**config.mk**
```make
export PLATFORM = sky130hd
export DESIGN_NAME = uart_rx_core
export DESIGN_NICKNAME = d
export VERILOG_FILES = /design/src/rtl/uart_pkg.sv /design/src/rtl/uart_rx_sampler.sv /design/src/rtl/uart_rx_core.sv
export SDC_FILE = /design/constraint.sdc
export NUM_CORES = 1
export LEC_CHECK = 0
export ABC_AREA = 1
export BUFFER_PORTS_ARGS = -buffer_cell sky130_fd_sc_hd__buf_2
export CAP_MARGIN = 20
export CORE_UTILIZATION = 59
export DETAILED_ROUTE_END_ITERATION = 16
export PLACE_DENSITY = 0.79
export SLEW_MARGIN = 20
export SYNTH_ARGS = -nofsm -noshare
export SYNTH_HDL_FRONTEND = slang
export SYNTH_SLANG_ARGS = --single-unit
export TNS_END_PERCENT = 30
```
**constraint.sdc**
```tcl
create_clock -name CLK -period 2.5 [get_ports CLK]
set_clock_uncertainty 0.1 [all_clocks]
set_input_delay 0.25 -clock CLK [delete_from_list [all_inputs] [get_ports CLK]]
set_output_delay 0.25 -clock CLK [all_outputs]
set_load 0.01 [all_outputs]
```
**src/rtl/uart_pkg.sv**
```systemverilog
// uart_pkg: shared types and limits for the UART receiver slice.
// Holds the state encoding, parameter limits, parity-type codes, majority helper.
package uart_pkg;

  typedef enum logic [2:0] {
    ST_IDLE   = 3'd0,
    ST_START  = 3'd1,
    ST_DATA   = 3'd2,
    ST_PARITY = 3'd3,
    ST_STOP   = 3'd4,
    ST_DONE   = 3'd5
  } rx_state_e;

  localparam int DATA_W_MIN  = 5;
  localparam int DATA_W_MAX  = 9;
  localparam int PRESC_W_MIN = 6;
  localparam int PRESC_MIN   = 8;
  localparam int PRESC_MAX   = 62;

  // Wide enough for start + 9 data + parity + 2 stop bit indices.
  localparam int BIT_CNT_W = 4;

  localparam logic PAR_EVEN = 1'b0;
  localparam logic PAR_ODD  = 1'b1;

  function automatic logic maj3(
    input logic a,
    input logic b,
    input logic c
  );
    return (a & b) | (a & c) | (b & c);
  endfunction

endpackage

```
**src/rtl/uart_rx_sampler.sv**
```systemverilog
// uart_rx_sampler: per-bit edge counter, bit-end wrap and sample strobe.
// Ports: CLK/RST, rx_i line, presc_i ratio, start_i (load), en_i (count);
// wrap_o bit end, strobe_o sample point, bit_o sampled value.
// UART_RX_MAJORITY_EN: 3-sample majority vote, strobe moves to Prescale/2.
module uart_rx_sampler #(
  parameter int PRESC_W = 6
) (
  input  logic               CLK,
  input  logic               RST,
  input  logic               rx_i,
  input  logic [PRESC_W-1:0] presc_i,
  input  logic               start_i,
  input  logic               en_i,
  output logic               wrap_o,
  output logic               strobe_o,
  output logic               bit_o
);
  import uart_pkg::*;

  logic [PRESC_W-1:0] cnt_q, cnt_d;
  logic [PRESC_W-1:0] top;
  logic [PRESC_W-1:0] half;

  assign top  = presc_i - PRESC_W'(1);
  assign half = presc_i >> 1;

  // The start-detect cycle is edge 0, so the first counted cycle is 1.
  always_comb begin
    cnt_d = cnt_q;
    if (start_i) begin
      cnt_d = PRESC_W'(1);
    end else if (en_i) begin
      cnt_d = (cnt_q == top) ? '0 : cnt_q + PRESC_W'(1);
    end else begin
      cnt_d = '0;
    end
  end

  always_ff @(posedge CLK or negedge RST) begin
    if (!RST) begin
      cnt_q <= '0;
    end else begin
      cnt_q <= cnt_d;
    end
  end

  assign wrap_o = en_i && (cnt_q == top);

`ifdef UART_RX_MAJORITY_EN
  logic s0_q;
  logic s1_q;

  always_ff @(posedge CLK or negedge RST) begin
    if (!RST) begin
      s0_q <= 1'b1;
      s1_q <= 1'b1;
    end else begin
      if (en_i && cnt_q == half - PRESC_W'(2)) begin
        s0_q <= rx_i;
      end
      if (en_i && cnt_q == half - PRESC_W'(1)) begin
        s1_q <= rx_i;
      end
    end
  end

  assign strobe_o = en_i && (cnt_q == half);
  assign bit_o    = maj3(s0_q, s1_q, rx_i);
`else
  assign strobe_o = en_i && (cnt_q == half - PRESC_W'(1));
  assign bit_o    = rx_i;
`endif

endmodule

```
**src/rtl/uart_rx_core.sv**
```systemverilog
// uart_rx_core: oversampling UART receiver (FSM, bit count, shift reg, checks).
// Ports: CLK, RST (async low), RX_IN, Prescale, PAR_EN, PAR_TYP, STOP2 in;
// P_DATA, data_valid, par_err, stp_err, busy out.
// UART_RX_MAJORITY_EN: majority-vote sampling inside uart_rx_sampler.
module uart_rx_core #(
  parameter int DATA_W  = 8,
  parameter int PRESC_W = 6
) (
  input  logic               CLK,
  input  logic               RST,
  input  logic               RX_IN,
  input  logic [PRESC_W-1:0] Prescale,
  input  logic               PAR_EN,
  input  logic               PAR_TYP,
  input  logic               STOP2,
  output logic [DATA_W-1:0]  P_DATA,
  output logic               data_valid,
  output logic               par_err,
  output logic               stp_err,
  output logic               busy
);
  import uart_pkg::*;

  localparam logic [BIT_CNT_W-1:0] DW = BIT_CNT_W'(DATA_W);

  rx_state_e state_q, state_d;

  logic [BIT_CNT_W-1:0] bit_cnt_q, bit_cnt_d;
  logic [DATA_W-1:0]    shreg_q, shreg_d;
  logic [DATA_W-1:0]    pdata_q, pdata_d;
  logic                 dv_q, dv_d;
  logic                 pe_q, pe_d;
  logic                 se_q, se_d;
  logic                 par_flag_q, par_flag_d;
  logic                 stp_flag_q, stp_flag_d;

  logic [PRESC_W-1:0]   presc_q;
  logic                 par_en_q;
  logic                 par_typ_q;
  logic                 stop2_q;

  logic                 start_go;
  logic                 cnt_en;
  logic                 wrap;
  logic                 strobe;
  logic                 smp_bit;
  logic [BIT_CNT_W-1:0] last_stop;

  // A new frame may begin from IDLE or straight out of DONE.
  assign start_go = ((state_q == ST_IDLE) || (state_q == ST_DONE))
                    && !RX_IN;

  assign cnt_en = (state_q == ST_START) || (state_q == ST_DATA)
               || (state_q == ST_PARITY) || (state_q == ST_STOP);

  assign last_stop = DW + BIT_CNT_W'(par_en_q) + BIT_CNT_W'(1)
                   + BIT_CNT_W'(stop2_q);

  uart_rx_sampler #(
    .PRESC_W (PRESC_W)
  ) u_sampler (
    .CLK      (CLK),
    .RST      (RST),
    .rx_i     (RX_IN),
    .presc_i  (presc_q),
    .start_i  (start_go),
    .en_i     (cnt_en),
    .wrap_o   (wrap),
    .strobe_o (strobe),
    .bit_o    (smp_bit)
  );

  always_comb begin
    state_d    = state_q;
    bit_cnt_d  = bit_cnt_q;
    shreg_d    = shreg_q;
    pdata_d    = pdata_q;
    par_flag_d = par_flag_q;
    stp_flag_d = stp_flag_q;
    dv_d       = 1'b0;
    pe_d       = 1'b0;
    se_d       = 1'b0;

    unique case (state_q)
      ST_IDLE: begin
        if (!RX_IN) begin
          state_d = ST_START;
        end
      end
      ST_START: begin
        if (strobe && smp_bit) begin
          state_d = ST_IDLE;
        end else if (wrap) begin
          state_d   = ST_DATA;
          bit_cnt_d = bit_cnt_q + BIT_CNT_W'(1);
        end
      end
      ST_DATA: begin
        // Bit index is bit_cnt - 1 since the start bit is index 0.
        if (strobe) begin
          for (int i = 0; i < DATA_W; i++) begin
            if (bit_cnt_q == BIT_CNT_W'(i + 1)) begin
              shreg_d[i] = smp_bit;
            end
          end
        end
        if (wrap) begin
          bit_cnt_d = bit_cnt_q + BIT_CNT_W'(1);
          if (bit_cnt_q == DW) begin
            state_d = par_en_q ? ST_PARITY : ST_STOP;
          end
        end
      end
      ST_PARITY: begin
        if (strobe) begin
          par_flag_d = smp_bit ^ (^shreg_q) ^ par_typ_q;
        end
        if (wrap) begin
          bit_cnt_d = bit_cnt_q + BIT_CNT_W'(1);
          state_d   = ST_STOP;
        end
      end
      ST_STOP: begin
        if (strobe && !smp_bit) begin
          stp_flag_d = 1'b1;
        end
        if (wrap) begin
          bit_cnt_d = bit_cnt_q + BIT_CNT_W'(1);
          if (bit_cnt_q == last_stop) begin
            state_d = ST_DONE;
            dv_d    = !par_flag_q && !stp_flag_q;
            pe_d    = par_flag_q;
            se_d    = stp_flag_q;
            if (!par_flag_q && !stp_flag_q) begin
              pdata_d = shreg_q;
            end
          end
        end
      end
      ST_DONE: begin
        state_d = RX_IN ? ST_IDLE : ST_START;
      end
      default: begin
        state_d = ST_IDLE;
      end
    endcase

    if (start_go) begin
      bit_cnt_d  = '0;
      shreg_d    = '0;
      par_flag_d = 1'b0;
      stp_flag_d = 1'b0;
    end
  end

  always_ff @(posedge CLK or negedge RST) begin
    if (!RST) begin
      state_q    <= ST_IDLE;
      bit_cnt_q  <= '0;
      shreg_q    <= '0;
      pdata_q    <= '0;
      dv_q       <= 1'b0;
      pe_q       <= 1'b0;
      se_q       <= 1'b0;
      par_flag_q <= 1'b0;
      stp_flag_q <= 1'b0;
      presc_q    <= PRESC_W'(PRESC_MIN);
      par_en_q   <= 1'b0;
      par_typ_q  <= PAR_EVEN;
      stop2_q    <= 1'b0;
    end else begin
      state_q    <= state_d;
      bit_cnt_q  <= bit_cnt_d;
      shreg_q    <= shreg_d;
      pdata_q    <= pdata_d;
      dv_q       <= dv_d;
      pe_q       <= pe_d;
      se_q       <= se_d;
      par_flag_q <= par_flag_d;
      stp_flag_q <= stp_flag_d;
      // Frame format is frozen for the whole frame at start detect.
      if (start_go) begin
        presc_q   <= Prescale;
        par_en_q  <= PAR_EN;
        par_typ_q <= PAR_TYP;
        stop2_q   <= STOP2;
      end
    end
  end

  assign P_DATA     = pdata_q;
  assign data_valid = dv_q;
  assign par_err    = pe_q;
  assign stp_err    = se_q;
  assign busy       = (state_q != ST_IDLE);

endmodule

```
==> impl_results.md <==
* Post-Syn Instances at 330
* Avg Cell Area, Syn at 7.89 µm²
* DRT Pass-1 Iters at 4
* Post-cts resize count at 0
* Max cap viols at 0
* Post-Layout Cell Count at 409
* Syn. warnings at 0
* Max transition margin at 0.382
* Sum Neg Setup Slack at 0 ns
* Placed Area at 0.00277 mm²
* Core Area at 0.00412 mm²
* FF/Latch Area at 0.00108 mm²
* Port Buf Inserts at 23
* Antenna Nets Post-Route at 0
* Number of fill cells at 347
* Crit. End Element: register
* Via density at 5.41
* Endpoints failing hold at 42
* Layout area overhead at 9.85%
* # rows at 23
* Power Total at 2.62 mW
* Most area-hungry cell type in the Yosys netlist: dfrtp_1
* Worst slew pin tran at 0.927 ns
* Area taken by multi-input logic gates at 0.00135 mm²
* Yosys reg bits at 43
* N_diodes at 0
* Yosys cell types at 36
* Vias in the first global route at 1980
* Critical path peak fanout at 10
* Grt total ovfl at 0
* Met2 wire length at 2350 µm
* First-pass GRT wire length at 9090 µm
* Pwr per Cell Area at 915 mW/mm²
* Final Instance Area at 0.00286 mm²
* Initial DRC count at 178
* CP Capture Point: state_q[0]$_DFFE_PN0P_
* Largest net degree at the start of global routing at 44
* Initial antenna violation count at 0
* Die Area at 0.00468 mm²
* Wire per inst at 12.9 µm
* F_max at 455 MHz
* Die height at 68.4 µm
* Critical path type: register to register
* Leakage power at 1.41 nW
* Final Util at 0.695
* Worst reg2reg path startpoint: presc_q[1]$_DFFE_PN0P_
* DR vias at 2213
* CTS tree: done
* Met3 routed WL at 241 µm
* GRT Util Overall at 0.263
* Die X at 68.4 µm
* Final #Nets at 379
* Hold WS at -0.0151 ns
* Mapped cell area at 0.00260 mm²
* Hpwl dp at 3980 µm
* Syn_nets at 351
* Final clock period utilization by the worst path at 0.880
* Synth top area share at 0.404
* Cts hold-fix bufs at 0
* Hold Path Class: input port to async pin
* Initial Util at 0.633
* Worst path required time at 2.58 ns
* Clock Pin Slew Worst Setup and Hold Paths at 0.09 ns
* CP arrival at 2.28 ns
* Max clock buf depth at 2
* DRC viols at 0
* Dpl cells at 401
* Reg-to-Reg End: state_q[0]$_DFFE_PN0P_
* Startpoint types: register
* Final Setup Violations at 0
* Slew Viols, Final at 0
* Clock buffer count from CTS at 5
* Violated checks: negative hold slack
* M1 wire length at 2630 µm
* CTS root buffer: clkbuf_8
* Sequential share of the synthesized area at 0.414
* I/O pins at 24
* Largest cells by area after synthesis: dfrtp_1 40%, nand2_1 15%, nand3_1 4.8%
* Share of cells above drive strength 1 at 0.173
* Crit. Startpoint: presc_q[1]$_DFFE_PN0P_
* Routed wire length at 5290 µm
* FF-to-FF path depth at 15
* R2r setup slk at 0.30 ns
* Pre-CTS setup slack at 0.331 ns
* Final WS setup at 0.300 ns
* Max Used Layer: met4
* Status: finished with violations
* Clk_lat worst skew at 0.30 ns
* RSZ-0062 raised after global routing: false
* Worst VDD drop at 0.573 mV
* Final RePlAce weighted congestion at 0.872
* CTS H-tree lvls at 2
* CTS Sinks at 43
* Final min period at 2.20 ns
* Setup Buffers After CTS at 0
-- placed cells by master (no fill, tap or decap), drive strengths merged, types with 2 or more instances in the layout --
cell type | synthesis | layout
a21oi | 8 | 8
a31oi | 5 | 5
buf | 3 | 24
clkbuf | 0 | 5
clkinv | 2 | 2
clkinvlp | 0 | 2
dfrtp | 42 | 42
ha | 9 | 9
inv | 38 | 39
nand2 | 108 | 108
nand3 | 29 | 29
nand4 | 6 | 6
nor2 | 24 | 24
nor3 | 6 | 6
nor3b | 2 | 2
o21ai | 23 | 23
o32ai | 3 | 3
xnor2 | 9 | 9
xor2 | 9 | 9
-- synthesized netlist by cell type (all sizes together) --
master,n
ha,9
a211oi,1
dfrtp,42
clkinv,2
nor2,24
xnor2,9
o32ai,3
a21oi,8
dfstp,1
inv,38
a31oi,5
nor3b,2
buf,3
a41oi,1
nand3b,1
nor3,6
nand4,6
xor2,9
nand3,29
nand2,108
o21ai,23
-- final cells by class --
cell class / count / area share
Multi-Input combinational cell: 244 / 0.473
Sequential cell: 43 / 0.377
Tap cell: 50 / 0.0219
Inverter: 40 / 0.0529
Timing Repair Buffer: 24 / 0.0429
Clock buffer: 5 / 0.0241
Clock inverter: 3 / 0.00831
-- metal layers --
layer | vias up | track usage
met5 | - | 0
met4 | 0 | 0.0703
met3 | 12 | 0.0583
met2 | 51 | 0.387
met1 | 1029 | 0.384
li1 | 1121 | -
-- worst min path at each step --
stage | end | cells past startpoint | slack (ns)
after global placement | presc_q[4]$_DFFE_PN0P_ | 1 | 0.34
after detailed placement | presc_q[4]$_DFFE_PN0P_ | 1 | 0.34
after floorplan | P_DATA[0]$_DFFE_PN0P_ | 0 | -0.15
after global routing | presc_q[4]$_DFFE_PN0P_ | 3 | 0.05
final | presc_q[4]$_DFFE_PN0P_ | 1 | -0.02
after CTS | presc_q[4]$_DFFE_PN0P_ | 1 | 0.02
-- registers in the layout, indices dropped and copies added, names as in the netlist --
| signal | count |
|---|---|
| par_en_q | 1 |
| u_sampler.cnt_q | 6 |
| par_flag_q | 1 |
| par_typ_q | 1 |
| stp_err | 1 |
| stop2_q | 1 |
| par_err | 1 |
| bit_cnt_q | 4 |
| stp_flag_q | 1 |
| data_valid | 1 |
| state_q | 3 |
| P_DATA | 8 |
| shreg_q | 8 |
| presc_q | 6 |
-- worst max-delay path, cell delays in order, from the launching register on --
cell and delay, ns:
dfrtp_1 0.39, inv_2 0.16, ha_1 0.28, inv_1 0.10, nand2_2 0.08, nand3_1 0.07, nand2_1 0.11, nand3_2 0.09
nor2_4 0.17, nand3_4 0.11, nand2_1 0.10, nand2_1 0.06, nand2_2 0.10, nand2_1 0.07, nand2_1 0.06, nand2_1 0.05
-- power breakdown --
group          leakage, nW  switching, mW  total [mW]  internal [mW]
logic                0.829          0.699        1.11          0.407
registers            0.540          0.201        1.05          0.850
clock network       0.0408          0.261       0.461          0.200
total                 1.41           1.16        2.62           1.46
-- cell families (layout without fill, tap and decap cells) --
logic type               after synthesis  in the layout  synth area share
AO/OA/AOI/OAI                         41             41            0.0971
XOR/XNOR                              18             18            0.0606
adder cells (fa/ha/maj)                9              9            0.0432
buffers and inverters                 43             72            0.0663
flip-flops                            43             43             0.414
AND/OR/NAND/NOR                      176            176             0.319
Note: power is estimated with default switching activity, not from simulation.
